`config.mk`:
```
export PLATFORM = sky130hd
export DESIGN_NAME = mac_seq_ctrl_flat
export DESIGN_NICKNAME = d
export VERILOG_FILES = /design/src/rtl/mac_seq_ctrl_if.sv /design/src/rtl/mac_seq_ctrl.sv /design/src/flat_wrapper.sv
export SDC_FILE = /design/constraint.sdc
export NUM_CORES = 1
export LEC_CHECK = 0
export CAP_MARGIN = 25
export CELL_PAD_IN_SITES_DETAIL_PLACEMENT = 1
export CELL_PAD_IN_SITES_GLOBAL_PLACEMENT = 1
export CORE_MARGIN = 2
export CORE_UTILIZATION = 34
export DETAILED_ROUTE_END_ITERATION = 10
export MAX_ROUTING_LAYER = met4
export PLACE_DENSITY_LB_ADDON = 0.1
export RECOVER_POWER = 25
export SYNTH_ARGS = -nofsm -noshare
export SYNTH_HDL_FRONTEND = slang
export SYNTH_SLANG_ARGS = --single-unit
export TNS_END_PERCENT = 1
```
`constraint.sdc`:
```
create_clock -name clk -period 4.3 [get_ports clk]
set_input_delay 0.86 -clock clk [delete_from_list [all_inputs] [get_ports clk]]
set_output_delay 0.86 -clock clk [all_outputs]
set_load 0.05 [all_outputs]
```
`src/rtl/mac_seq_ctrl_if.sv`:
```
// Operand stream, MAC control and status bundle for the MAC sequencer.
// MAC_SEQ_CTRL_TIMEOUT_EN adds the err status line.
interface mac_seq_ctrl_if #(
    parameter int DW    = 4,
    parameter int ACCW  = 12,
    parameter int LEN_W = 4
);
    logic             start;
    logic [LEN_W-1:0] len;
    logic             in_valid;
    logic [DW-1:0]    in_a;
    logic [DW-1:0]    in_b;
    logic             in_ready;
    logic             mac_clr;
    logic             mac_en;
    logic [DW-1:0]    mac_a;
    logic [DW-1:0]    mac_b;
    logic [ACCW-1:0]  mac_acc;
    logic [ACCW-1:0]  result;
    logic             busy;
    logic             done;
`ifdef MAC_SEQ_CTRL_TIMEOUT_EN
    logic             err;
`endif

    modport slave (
        input  start, len, in_valid, in_a, in_b, mac_acc,
`ifdef MAC_SEQ_CTRL_TIMEOUT_EN
        output err,
`endif
        output in_ready, mac_clr, mac_en, mac_a, mac_b, result, busy, done
    );

    modport master (
        output start, len, in_valid, in_a, in_b, mac_acc,
`ifdef MAC_SEQ_CTRL_TIMEOUT_EN
        input  err,
`endif
        input  in_ready, mac_clr, mac_en, mac_a, mac_b, result, busy, done
    );
endinterface

```
`src/rtl/mac_seq_ctrl.sv`:
```
// Sequencer for the 4x4 MAC: clear, stream len operand pairs, wait out MAC latency, capture result.
// Optional input-starvation timeout with err pulse when MAC_SEQ_CTRL_TIMEOUT_EN is defined.
module mac_seq_ctrl #(
    parameter int DW      = 4,
    parameter int ACCW    = 12,
    parameter int LEN_W   = 4,
    parameter int MAC_LAT = 1,
    parameter int TIMEOUT = 16
) (
    input  logic           clk,
    input  logic           rst,
    mac_seq_ctrl_if.slave  bus
);
    localparam int WCW = (MAC_LAT < 1) ? 1 : $clog2(MAC_LAT + 1);

    typedef enum logic [2:0] {IDLE, CLEAR, RUN, WAIT, DONE} state_t;

    state_t           state_reg, state_next;
    logic [LEN_W-1:0] remaining_reg, remaining_next;
    logic [WCW-1:0]   wcnt_reg, wcnt_next;
    logic [DW-1:0]    mac_a_reg, mac_a_next;
    logic [DW-1:0]    mac_b_reg, mac_b_next;
    logic [ACCW-1:0]  result_reg, result_next;
    logic             mac_en_reg, mac_en_next;
    logic             mac_clr_reg, mac_clr_next;
    logic             busy_reg, busy_next;
    logic             done_reg, done_next;
    logic             in_ready;
    logic             accept;
    logic             starved;

`ifdef MAC_SEQ_CTRL_TIMEOUT_EN
    localparam int ICW = $clog2(TIMEOUT + 1);
    logic [ICW-1:0]   idle_cnt_reg, idle_cnt_next;
    logic             err_reg, err_next;

    // Fires on the TIMEOUT-th consecutive RUN cycle without input.
    assign starved = (state_reg == RUN) && !bus.in_valid && (idle_cnt_reg == ICW'(TIMEOUT - 1));
`else
    assign starved = 1'b0;
`endif

    assign in_ready = (state_reg == RUN) && (remaining_reg != '0);
    assign accept   = bus.in_valid && in_ready;

    always_ff @(posedge clk) begin
        if (rst) begin
            state_reg     <= IDLE;
            remaining_reg <= '0;
            wcnt_reg      <= '0;
            mac_a_reg     <= '0;
            mac_b_reg     <= '0;
            result_reg    <= '0;
            mac_en_reg    <= 1'b0;
            mac_clr_reg   <= 1'b0;
            busy_reg      <= 1'b0;
            done_reg      <= 1'b0;
        end else begin
            state_reg     <= state_next;
            remaining_reg <= remaining_next;
            wcnt_reg      <= wcnt_next;
            mac_a_reg     <= mac_a_next;
            mac_b_reg     <= mac_b_next;
            result_reg    <= result_next;
            mac_en_reg    <= mac_en_next;
            mac_clr_reg   <= mac_clr_next;
            busy_reg      <= busy_next;
            done_reg      <= done_next;
        end
    end

`ifdef MAC_SEQ_CTRL_TIMEOUT_EN
    always_ff @(posedge clk) begin
        if (rst) begin
            idle_cnt_reg <= '0;
            err_reg      <= 1'b0;
        end else begin
            idle_cnt_reg <= idle_cnt_next;
            err_reg      <= err_next;
        end
    end

    always_comb begin
        idle_cnt_next = '0;
        err_next      = starved;
        if (state_reg == RUN && !bus.in_valid && !starved)
            idle_cnt_next = idle_cnt_reg + 1'b1;
    end

    assign bus.err = err_reg;
`endif

    always_comb begin
        state_next = state_reg;
        case (state_reg)
            IDLE:  if (bus.start) state_next = (bus.len != '0) ? CLEAR : DONE;
            CLEAR: state_next = RUN;
            RUN: begin
                if (accept && remaining_reg == LEN_W'(1)) state_next = WAIT;
                else if (starved)                         state_next = IDLE;
            end
            WAIT:  if (wcnt_reg == '0) state_next = DONE;
            DONE:  state_next = IDLE;
            default: state_next = IDLE;
        endcase
    end

    // Next values for every registered output and counter.
    always_comb begin
        remaining_next = remaining_reg;
        wcnt_next      = wcnt_reg;
        mac_a_next     = mac_a_reg;
        mac_b_next     = mac_b_reg;
        result_next    = result_reg;
        mac_en_next    = 1'b0;
        mac_clr_next   = (state_next == CLEAR);
        busy_next      = (state_next != IDLE);
        done_next      = (state_next == DONE);
        case (state_reg)
            IDLE: begin
                if (bus.start) begin
                    remaining_next = bus.len;
                    result_next    = '0;
                end
            end
            RUN: begin
                if (accept) begin
                    mac_a_next     = bus.in_a;
                    mac_b_next     = bus.in_b;
                    mac_en_next    = 1'b1;
                    remaining_next = remaining_reg - 1'b1;
                    wcnt_next      = WCW'(MAC_LAT);
                end
            end
            WAIT: begin
                if (wcnt_reg == '0) result_next = bus.mac_acc;
                else                wcnt_next   = wcnt_reg - 1'b1;
            end
            default: ;
        endcase
    end

    assign bus.in_ready = in_ready;
    assign bus.mac_clr  = mac_clr_reg;
    assign bus.mac_en   = mac_en_reg;
    assign bus.mac_a    = mac_a_reg;
    assign bus.mac_b    = mac_b_reg;
    assign bus.result   = result_reg;
    assign bus.busy     = busy_reg;
    assign bus.done     = done_reg;
endmodule

```
`src/flat_wrapper.sv`:
```
// flat-port wrapper written by rule: the top's interface ports become plain ports
module mac_seq_ctrl_flat 
#(
    parameter int DW      = 4,
    parameter int ACCW    = 12,
    parameter int LEN_W   = 4,
    parameter int MAC_LAT = 1,
    parameter int TIMEOUT = 16
)
  (clk, rst, bus_start, bus_len, bus_in_valid, bus_in_a, bus_in_b, bus_mac_acc, bus_in_ready, bus_mac_clr, bus_mac_en, bus_mac_a, bus_mac_b, bus_result, bus_busy, bus_done);
  mac_seq_ctrl_if #(.DW(DW), .ACCW(ACCW), .LEN_W(LEN_W)) bus_i ();
  input  logic clk;
  input  logic rst;
  input wire logic [$bits(bus_i.start)-1:0] bus_start;
  input wire logic [$bits(bus_i.len)-1:0] bus_len;
  input wire logic [$bits(bus_i.in_valid)-1:0] bus_in_valid;
  input wire logic [$bits(bus_i.in_a)-1:0] bus_in_a;
  input wire logic [$bits(bus_i.in_b)-1:0] bus_in_b;
  input wire logic [$bits(bus_i.mac_acc)-1:0] bus_mac_acc;
  output wire logic [$bits(bus_i.in_ready)-1:0] bus_in_ready;
  output wire logic [$bits(bus_i.mac_clr)-1:0] bus_mac_clr;
  output wire logic [$bits(bus_i.mac_en)-1:0] bus_mac_en;
  output wire logic [$bits(bus_i.mac_a)-1:0] bus_mac_a;
  output wire logic [$bits(bus_i.mac_b)-1:0] bus_mac_b;
  output wire logic [$bits(bus_i.result)-1:0] bus_result;
  output wire logic [$bits(bus_i.busy)-1:0] bus_busy;
  output wire logic [$bits(bus_i.done)-1:0] bus_done;
  assign bus_i.start = bus_start;
  assign bus_i.len = bus_len;
  assign bus_i.in_valid = bus_in_valid;
  assign bus_i.in_a = bus_in_a;
  assign bus_i.in_b = bus_in_b;
  assign bus_i.mac_acc = bus_mac_acc;
  assign bus_in_ready = bus_i.in_ready;
  assign bus_mac_clr = bus_i.mac_clr;
  assign bus_mac_en = bus_i.mac_en;
  assign bus_mac_a = bus_i.mac_a;
  assign bus_mac_b = bus_i.mac_b;
  assign bus_result = bus_i.result;
  assign bus_busy = bus_i.busy;
  assign bus_done = bus_i.done;
  mac_seq_ctrl #(.DW(DW), .ACCW(ACCW), .LEN_W(LEN_W), .MAC_LAT(MAC_LAT), .TIMEOUT(TIMEOUT)) u_core (.clk(clk), .rst(rst), .bus(bus_i));
endmodule
```
==> results of run 1 <==
worst paths after layout:
path / endpoint / cells past startpoint / slack [ns] / startpoint
max: bus_in_ready / 3 / 1.17 / u_core.state_reg[2]
max reg2reg: u_core.bus.mac_clr / 6 / 2.06 / u_core.remaining_reg[0]
min: u_core.bus.result[8] / 2 / 0.47 / u_core.bus.result[8]
min reg2reg: u_core.bus.result[8] / 2 / 0.47 / u_core.bus.result[8]
where the power goes:
group / total [µW] / leakage, µW / internal, µW / switching (µW)
Combinational: 119 / 0.000430 / 58.1 / 61.3
Clock: 251 / 0.0000503 / 142 / 108
Sequential: 316 / 0.000259 / 307 / 9.37
Total: 686 / 0.000740 / 507 / 179
worst max-delay path, delay by kind of cell (launching register included):
family                 cells  cell delay (ns)
buffers and inverters      1             0.81
AND/OR/NAND/NOR            1             0.57
flip-flops                 1             0.44
AO/OA/AOI/OAI              1             0.17
per-layer routing:
metal / global-route usage / up-vias
met5: - / -
met4: 0.09184 / 0
met3: 0.06500 / 6
met2: 0.2785 / 34
met1: 0.2155 / 586
li1: - / 616
area by class of cell:
type | count | area (µm²)
repair buffers | 53 | 548.0
flip-flops and latches | 32 | 640.6
well taps | 50 | 62.56
fillers | 456 | 1927
clock buffers | 7 | 96.34
multi-input cells | 102 | 656.9
inverters | 3 | 11.26
layout by cell type (no fill, tap or decap):
cell	n
a211oi_1	4
a21boi_0	1
a21o_1	2
a21oi_1	16
a21oi_4	1
a31oi_1	2
buf_16	1
clkbuf_8	7
clkdlybuf4s50_1	50
dfxtp_1	32
dlygate4sd3_1	2
ha_1	2
inv_1	3
mux2i_1	8
nand2_1	4
nand2b_1	12
nand3_1	16
nand3b_1	2
nand4_1	1
nor2_1	15
nor3_1	2
nor3b_1	2
nor3b_4	1
nor4_1	1
nor4b_1	1
nor4b_2	2
o21ai_0	2
o221a_2	1
or3_1	1
or3b_1	2
or3b_2	1
per-stage QoR:
| step | hold slack, ns | setup WS, ns | cell area [µm²] | power (µW) | util |
|---|---|---|---|---|---|
| after floorplan | 0.4624 | 1.732 | 1366 | 394.1 | - |
| after global placement | 0.4535 | 1.498 | 1898 | 436.9 | 0.4814 |
| after detailed placement | 0.4632 | 1.468 | 1926 | 444.0 | 0.4884 |
| after CTS | 0.4745 | 1.156 | 2022 | 698.3 | 0.5129 |
| after global routing | 0.4861 | 1.019 | 2016 | 723.8 | 0.5113 |
| final | 0.4690 | 1.173 | 2016 | 685.9 | 0.5113 |
cell families after synthesis:
family | after synthesis | share of synthesized area
fa+ha+maj | 2 | 0.01831
compound gates | 29 | 0.1383
simple gates | 63 | 0.2702
flops | 32 | 0.4689
buf+inv | 12 | 0.04578
mux | 8 | 0.05861
==> metrics, run 1 <==
routed wl met3=208 µm; # rows=23; drt pass-1 iters=4; LEAKAGE=0.0007402 µW; Die ar.=4541 µm²; maxcap violations=0; Slew @ Worst Pin=0.9347 ns; CTS Buffer Depth=2; starting density of the core=0.3466; WP data arrival=2.27 ns; Post-synth EDFFs=0; critical path class=register to output port; power per cell area=340.3 nW/µm²; Fin Setup TNS=0 ns; routed length per instance=14.57 µm; HP Class=register to register; CP endpoint kind=output port; Routed WL=3.598 mm; total gr overflow=0; Post-Route Skew=0.004812 ns; Clock transition at path regs=0.06 ns; # IOs=53; max-slew violations=0; top cells by area, synth=dfxtp_1 (47%), a21oi_1 (5.9%), mux2i_1 (5.9%); Syn Nets=176; Worst EP required=3.44 ns; H-tree Lvls=2; GRT Overall Usage=0.1838; Die Height=67.39 µm; sequential fraction of the synthesis area=0.4689; Worst setup SP type=register; prevailing post-synth register cell=dfxtp_1; M1 WL=1.581 mm; largest net degree at the start of global routing=27; DRT antenna net count=0; crit share post-route=0.7272; TritonCTS clock tree=yes; Peak VDD IR=208.7 µV; synth cell count leaders=dfxtp_1 (32), a21oi_1 (16), nand3_1 (16); #FFs+latches synth=32; Synth cell types=32; DRC errors left=0; # hold bufs at CTS=0; minimum clock period=3.127 ns; post-route non-filler standard cell count=247; initial antenna violation count=0; Cell Area, Synth=1366 µm²; Starting DRT DRC Count=78; Hold Fails Final Rpt=0; relative slew slack=0.3746; Largest stage delay, worst path=0.81 ns; Critical-path top delay cell=clkdlybuf4s50_1; post-synth top area share=0.4689; Final Setup Violations=0; n_diodes=0; clock latency on the worst-skew pair=0.28 ns; count leader, synth=dfxtp_1; Top Metal Used=met4; Syn Inst Count=146; CTS root buf=clkbuf_8; share of post-route cells with drive strength above 1=0.07107; first-pass GRT wire length=5.878 mm; synth-to-layout area growth=47.53%; average size of a mapped cell=9.358 µm²; Synth async-reset ratio=0; Setup Buffers After CTS=0; via count of the first global-routing pass=1246; post-DR vias/cell=5.028; placed cell count=240; I/O Buffers=52; Synth area leader=dfxtp_1; CTS Buf Count=5; CTS resizes=0; FMAX=0.3198 GHz; status=completed; clk sinks=32; RePlAce Congestion=0.8404; core area=3943 µm²; width of the die=67.39 µm; worst-path fanout max=9; net count reported at finish=227; Ys Warns=0; met2 wire len=1.723 mm; vias after detailed routing=1242; DP HPWL=2.663 mm; Largest register FFs=12; unrepaired setup endpoints after global routing=false; CP Cell Sequence=or3b_1 > a21oi_1 > clkdlybuf4s50_1
(Power assumes the default switching activity.)
==> inputs of run 2 (changes only) <==
--- a/config.mk
+++ b/config.mk
@@ -9,7 +9,7 @@
 export CELL_PAD_IN_SITES_DETAIL_PLACEMENT = 1
 export CELL_PAD_IN_SITES_GLOBAL_PLACEMENT = 1
 export CORE_MARGIN = 2
-export CORE_UTILIZATION = 34
+export CORE_UTILIZATION = 31
 export DETAILED_ROUTE_END_ITERATION = 10
 export MAX_ROUTING_LAYER = met4
 export PLACE_DENSITY_LB_ADDON = 0.1
==> constraint.sdc (replaced) <==
create_clock -name clk -period 3 [get_ports clk]
set_input_delay 0.6 -clock clk [delete_from_list [all_inputs] [get_ports clk]]
set_output_delay 0.6 -clock clk [all_outputs]
set_load 0.05 [all_outputs]
==> metrics, run 2 (synthesis results as in run 1) <==
CTS root buf=clkbuf_8; CTS resizes=0 (unchanged); power per cell area=521.0 nW/µm² (+53%); crit share post-route=0.8299; Peak VDD IR=284.9 µV (+37%); Clk network pwr share=0.415 (+0.050); maxcap violations=0 (unchanged); met1 Use GR=0.1735 (-0.04198); hold_sp=u_core.bus.result[6]; Starting DRT DRC Count=67 (-14%); n_diodes=0 (unchanged); H-tree Lvls=2 (unchanged); share of power burned in registers=0.426 (-0.035); reg-to-reg critical path startpoint=u_core.remaining_reg[1]; WP data arrival=1.89 ns (-0.38 ns); drt pass-1 iters=2 (-2); width of the die=70.39 µm (+4.5%); RePlAce Congestion=0.8421 (+0.20%); Post-Route Skew=0.005536 ns (+0.0007241 ns); unrepaired setup endpoints after global routing=false; CP endpoint kind=output port; relative slew slack=0.3749 (about the same); Fin Setup TNS=0 ns (unchanged); switching share of total power=0.2354 (-0.02525); combinational share of power=0.160 (-0.014); I/O Buffers=52 (unchanged); starting density of the core=0.3182 (-0.02837); GRT Overall Usage=0.1609 (-0.02290); Internal=813.0 µW (+60%); Global Route met2 Usage=0.2862 (+0.007698); via count of the first global-routing pass=1340 (+7.5%); Worst setup SP type=register; CTS Buf Count=5 (unchanged); M3 GR Usage=0.05483 (-0.01017); Design Area, Final=2041 µm² (+1.2%); clk sinks=32 (unchanged); most common cell after layout, fill and taps aside=clkdlybuf4s50_1; DRT antenna net count=0 (unchanged); Hold Fails Final Rpt=0 (unchanged); max-slew violations=0 (unchanged); initial antenna violation count=0 (unchanged); # IOs=53 (unchanged); Hold Path Depth=2 (unchanged); gr busiest metal=met2; CTS Buffer Depth=2 (unchanged); WHS Endpoint=u_core.bus.result[6]; share of post-route cells with drive strength above 1=0.08040 (+0.009336); core area=4294 µm² (+8.9%); first-pass GRT wire length=6.182 mm (+5.2%); sw power=250.3 µW (+40%); critical path class=register to output port; Setup Buffers After CTS=0 (unchanged); DP HPWL=2.701 mm (+1.4%); Slew @ Worst Pin=0.9347 ns (-0.00002944 ns); DRC errors left=0 (unchanged); Final Setup Violations=0 (unchanged); total gr overflow=0 (unchanged); Routed WL=3.568 mm (-0.83%); LEAKAGE=0.0007843 µW (+5.9%); worst-path fanout max=9 (unchanged); minimum clock period=2.490 ns; Post-Place Cell Area=1916 µm² (-0.52%); TritonCTS clock tree=yes; commonest non-fill, non-tap cells in the layout=clkdlybuf4s50_1 (45), dfxtp_1 (32), a21oi_1 (16), nand3_1 (16), nor2_1 (15); vias after detailed routing=1236 (-0.48%); post-DR vias/cell=4.924 (-2.1%); Die Height=70.39 µm (+4.5%); FMAX=0.4017 GHz; net count reported at finish=228 (+0.44%); largest net degree at the start of global routing=27 (unchanged); # rows=24 (+4.3%); # hold bufs at CTS=0 (unchanged); clock latency on the worst-skew pair=0.27 ns (about the same); reg2reg path depth=7 (+1); HP Class=register to register; Largest register FFs=12 (unchanged); Worst EP required=2.40 ns (-1.04 ns); Reg2Reg Setup Slack=0.55 ns (-1.51 ns); Clock transition at path regs=0.07 ns (about the same); Finished Core Util=0.4752 (-0.03603); status=completed; r2r endpoint=u_core.bus.busy; routed length per instance=14.22 µm (-2.4%); Die ar.=4955 µm² (+9.1%); synth-to-layout area growth=49.36%
## run 2: power groups by stage
stage               Sequential, µW  Combinational, µW  Clock (µW)
floorplan                      480               85.3           0
global placement               461                168           0
detailed placement             462                173           0
CTS                            453                174         459
global route                   455                185         479
finish                         453                170         441
## run 2: through the flow
step / instances / setup slack, ns / total power (µW) / hold slack (ns)
6_report: 251 / 0.5103 / 1063 / 0.4636
5_1_grt: 251 / 0.3490 / 1119 / 0.4981
4_1_cts: 251 / 0.09554 / 1086 / 0.4716
3_5_place_dp: 243 / 0.3964 / 635.2 / 0.4614
3_3_place_gp: 243 / 0.4565 / 628.6 / 0.4531
2_1_floorplan: 146 / 0.6918 / 564.9 / 0.4624
## run 2: cell type report
class / count / area, µm²
multi-input cells: 102 / 663.1
fillers: 489 / 2253
clock buffers: 7 / 96.34
flip-flops and latches: 32 / 640.6
well taps: 52 / 65.06
clock inverters: 1 / 30.03
repair buffers: 54 / 534.3
inverters: 3 / 11.26
## run 2: critical path: stages (launching register included)
cell            delay (ns)
dfxtp_1               0.44
or3b_1                0.56
a21oi_1               0.17
dlymetal6s2s_1        0.45
## run 2: worst max path at each step
| stage | startpoint | endpoint | slack (ns) | depth (start not counted) |
|---|---|---|---|---|
| floorplan | u_core.state_reg[2] | bus_in_ready | 0.69 | 4 |
| finish | u_core.state_reg[2] | bus_in_ready | 0.51 | 3 |
| CTS | u_core.state_reg[2] | bus_in_ready | 0.1 | 3 |
| detailed placement | u_core.state_reg[2] | bus_in_ready | 0.40 | 3 |
| global route | u_core.remaining_reg[0] | u_core.bus.busy | 0.35 | 7 |
| global placement | u_core.state_reg[2] | bus_in_ready | 0.46 | 3 |
## run 2: layer usage
layer | routed length (µm) | vias up
met5 | 0 | -
met4 | 13 | 0
met3 | 170 | 2
met2 | 1891 | 33
met1 | 1492 | 585
li1 | - | 616
==> inputs of run 3 (changes only) <==
--- a/config.mk
+++ b/config.mk
@@ -9,7 +9,7 @@
 export CELL_PAD_IN_SITES_DETAIL_PLACEMENT = 1
 export CELL_PAD_IN_SITES_GLOBAL_PLACEMENT = 1
 export CORE_MARGIN = 2
-export CORE_UTILIZATION = 31
+export CORE_UTILIZATION = 28
 export DETAILED_ROUTE_END_ITERATION = 10
 export MAX_ROUTING_LAYER = met4
 export PLACE_DENSITY_LB_ADDON = 0.1
==> constraint.sdc (replaced) <==
create_clock -name clk -period 2.1 [get_ports clk]
set_input_delay 0.42 -clock clk [delete_from_list [all_inputs] [get_ports clk]]
set_output_delay 0.42 -clock clk [all_outputs]
set_load 0.05 [all_outputs]
==> metrics, run 3 (synthesis results as in run 1) <==
unrepaired setup endpoints after global routing=false; maxcap violations=0 (unchanged); power per cell area=642.0 nW/µm² (+23%); reg2reg path depth=7 (unchanged); width of the die=73.86 µm (+4.9%); LEAKAGE=0.0007670 µW (-2.2%); TritonCTS clock tree=yes; routed length per instance=13.64 µm (-4.0%); CP endpoint kind=output port; pre-CTS WS=0.1093 ns (-0.2871 ns); CTS root buf=clkbuf_8; CTS Buffer Depth=2 (unchanged); initial antenna violation count=0 (unchanged); CP Cell Sequence=or3b_1 > a21oi_2 > buf_12; DRC errors left=0 (unchanged); CTS resizes=0 (unchanged); via count of the first global-routing pass=1371 (+2.3%); Hold Path Depth=2 (unchanged); starting density of the core=0.2893 (-0.02891); Die Height=73.86 µm (+4.9%); most common cell after layout, fill and taps aside=clkdlybuf4s50_1; Peak VDD IR=476.3 µV (+67%); Top delay family on crit path=flip-flops; Slew @ Worst Pin=0.5239 ns (-0.4107 ns); # rows=25 (+4.2%); first-pass GRT wire length=6.396 mm (+3.5%); I/O Buffers=52 (unchanged); net count reported at finish=233 (+2.2%); CP Depth=3 (unchanged); Finished Core Util=0.4416 (-0.03364); DRT antenna net count=0 (unchanged); Fin Setup TNS=0 ns (unchanged); Largest stage delay, worst path=0.48 ns (-0.08 ns); Hold Fails Final Rpt=0 (unchanged); drt pass-1 iters=4 (+2); Die ar.=5455 µm² (+10%); GRT Overall Usage=0.1601 (-0.0007938); Final WS setup=0.1573 ns (-0.3531 ns); synth-to-layout area growth=52.66%; Post-Route Skew=0.002257 ns (-0.003279 ns); status=completed; Clock transition at path regs=0.06 ns (about the same); CTS Buf Count=5 (unchanged); Design Area, Final=2086 µm² (+2.2%); core area=4723 µm² (+10%); DP HPWL=2.716 mm (+0.56%); crit share post-route=0.9251; post-DR vias/cell=4.689 (-4.8%); Setup Buffers After CTS=0 (unchanged); worst-path fanout max=8 (-1); vias after detailed routing=1266 (+2.4%); RePlAce Congestion=0.7598 (-9.8%); Crit path buffers/inverters=1 (unchanged); Post-Place Cell Area=2011 µm² (+5.0%); Final Setup Violations=0 (unchanged); critical path class=register to output port; clk sinks=32 (unchanged); Critical-path top delay cell=dfxtp_1; commonest non-fill, non-tap cells in the layout=clkdlybuf4s50_1 (49), dfxtp_1 (32), nand3_1 (16), a21oi_1 (16), nor2_1 (15); total gr overflow=0 (unchanged); WP data arrival=1.52 ns (-0.37 ns); Worst EP required=1.68 ns (-0.72 ns); HP Class=register to register; Reg2Reg Setup Slack=0.17 ns (-0.38 ns); Routed WL=3.684 mm (+3.3%); max-slew violations=0 (unchanged); # IOs=53 (unchanged); # hold bufs at CTS=0 (unchanged); Worst setup SP type=register; minimum clock period=1.943 ns; share of post-route cells with drive strength above 1=0.1034 (+0.02305); n_diodes=0 (unchanged); Starting DRT DRC Count=80 (+19%); relative slew slack=0.6496 (+0.2747); Largest register FFs=12 (unchanged); FMAX=0.5147 GHz; clock latency on the worst-skew pair=0.27 ns (about the same); H-tree Lvls=2 (unchanged); largest net degree at the start of global routing=27 (unchanged)
## run 3: worst register-to-register path: stages, from the launching register on
cell     delay, ns
dfxtp_1       0.31
inv_1         0.11
ha_1          0.24
or3b_2        0.51
nand3_1       0.23
buf_12        0.18
mux2i_1       0.19
nor2_1        0.05
## run 3: through the flow
stage / power, µW / hold slack [ns] / cells
after global placement: 918.7 / 0.4561 / 263
after detailed placement: 927.4 / 0.4602 / 263
final: 1339 / 0.4680 / 270
after global routing: 1419 / 0.5055 / 270
after floorplan: 808.9 / 0.4624 / 146
after CTS: 1365 / 0.4714 / 270
## run 3: area by class of cell
type / count / area, µm²
inverter: 3 / 11.26
tap: 67 / 83.83
clock buffer: 6 / 72.57
timing repair buffer: 59 / 608.1
sequential: 32 / 640.6
multi-input combinational: 102 / 664.4
fill: 538 / 2638
clock inverter: 1 / 5.005
## run 3: where the power goes
part / switching (µW) / leakage, µW / internal [µW]
Combinational: 133 / 0.000466 / 133
Clock: 202 / 0.0000410 / 225
Sequential: 19.4 / 0.000259 / 628
Total: 354 / 0.000767 / 985
## run 3: layer usage
metal	up-vias	GRT usage	share of wire
met4	0	0.06465	0.017
li1	625	-	-
met3	6	0.04115	0.039
met5	-	-	0
met1	604	0.1978	0.45
met2	31	0.2480	0.50
## run 3: final timing paths
kind | start | end
worst max register to register | u_core.remaining_reg[1] | u_core.bus.mac_a[2]
worst min register to register | u_core.bus.result[4] | u_core.bus.result[4]
worst min-delay path | u_core.bus.result[4] | u_core.bus.result[4]
worst max-delay path | u_core.state_reg[1] | bus_in_ready
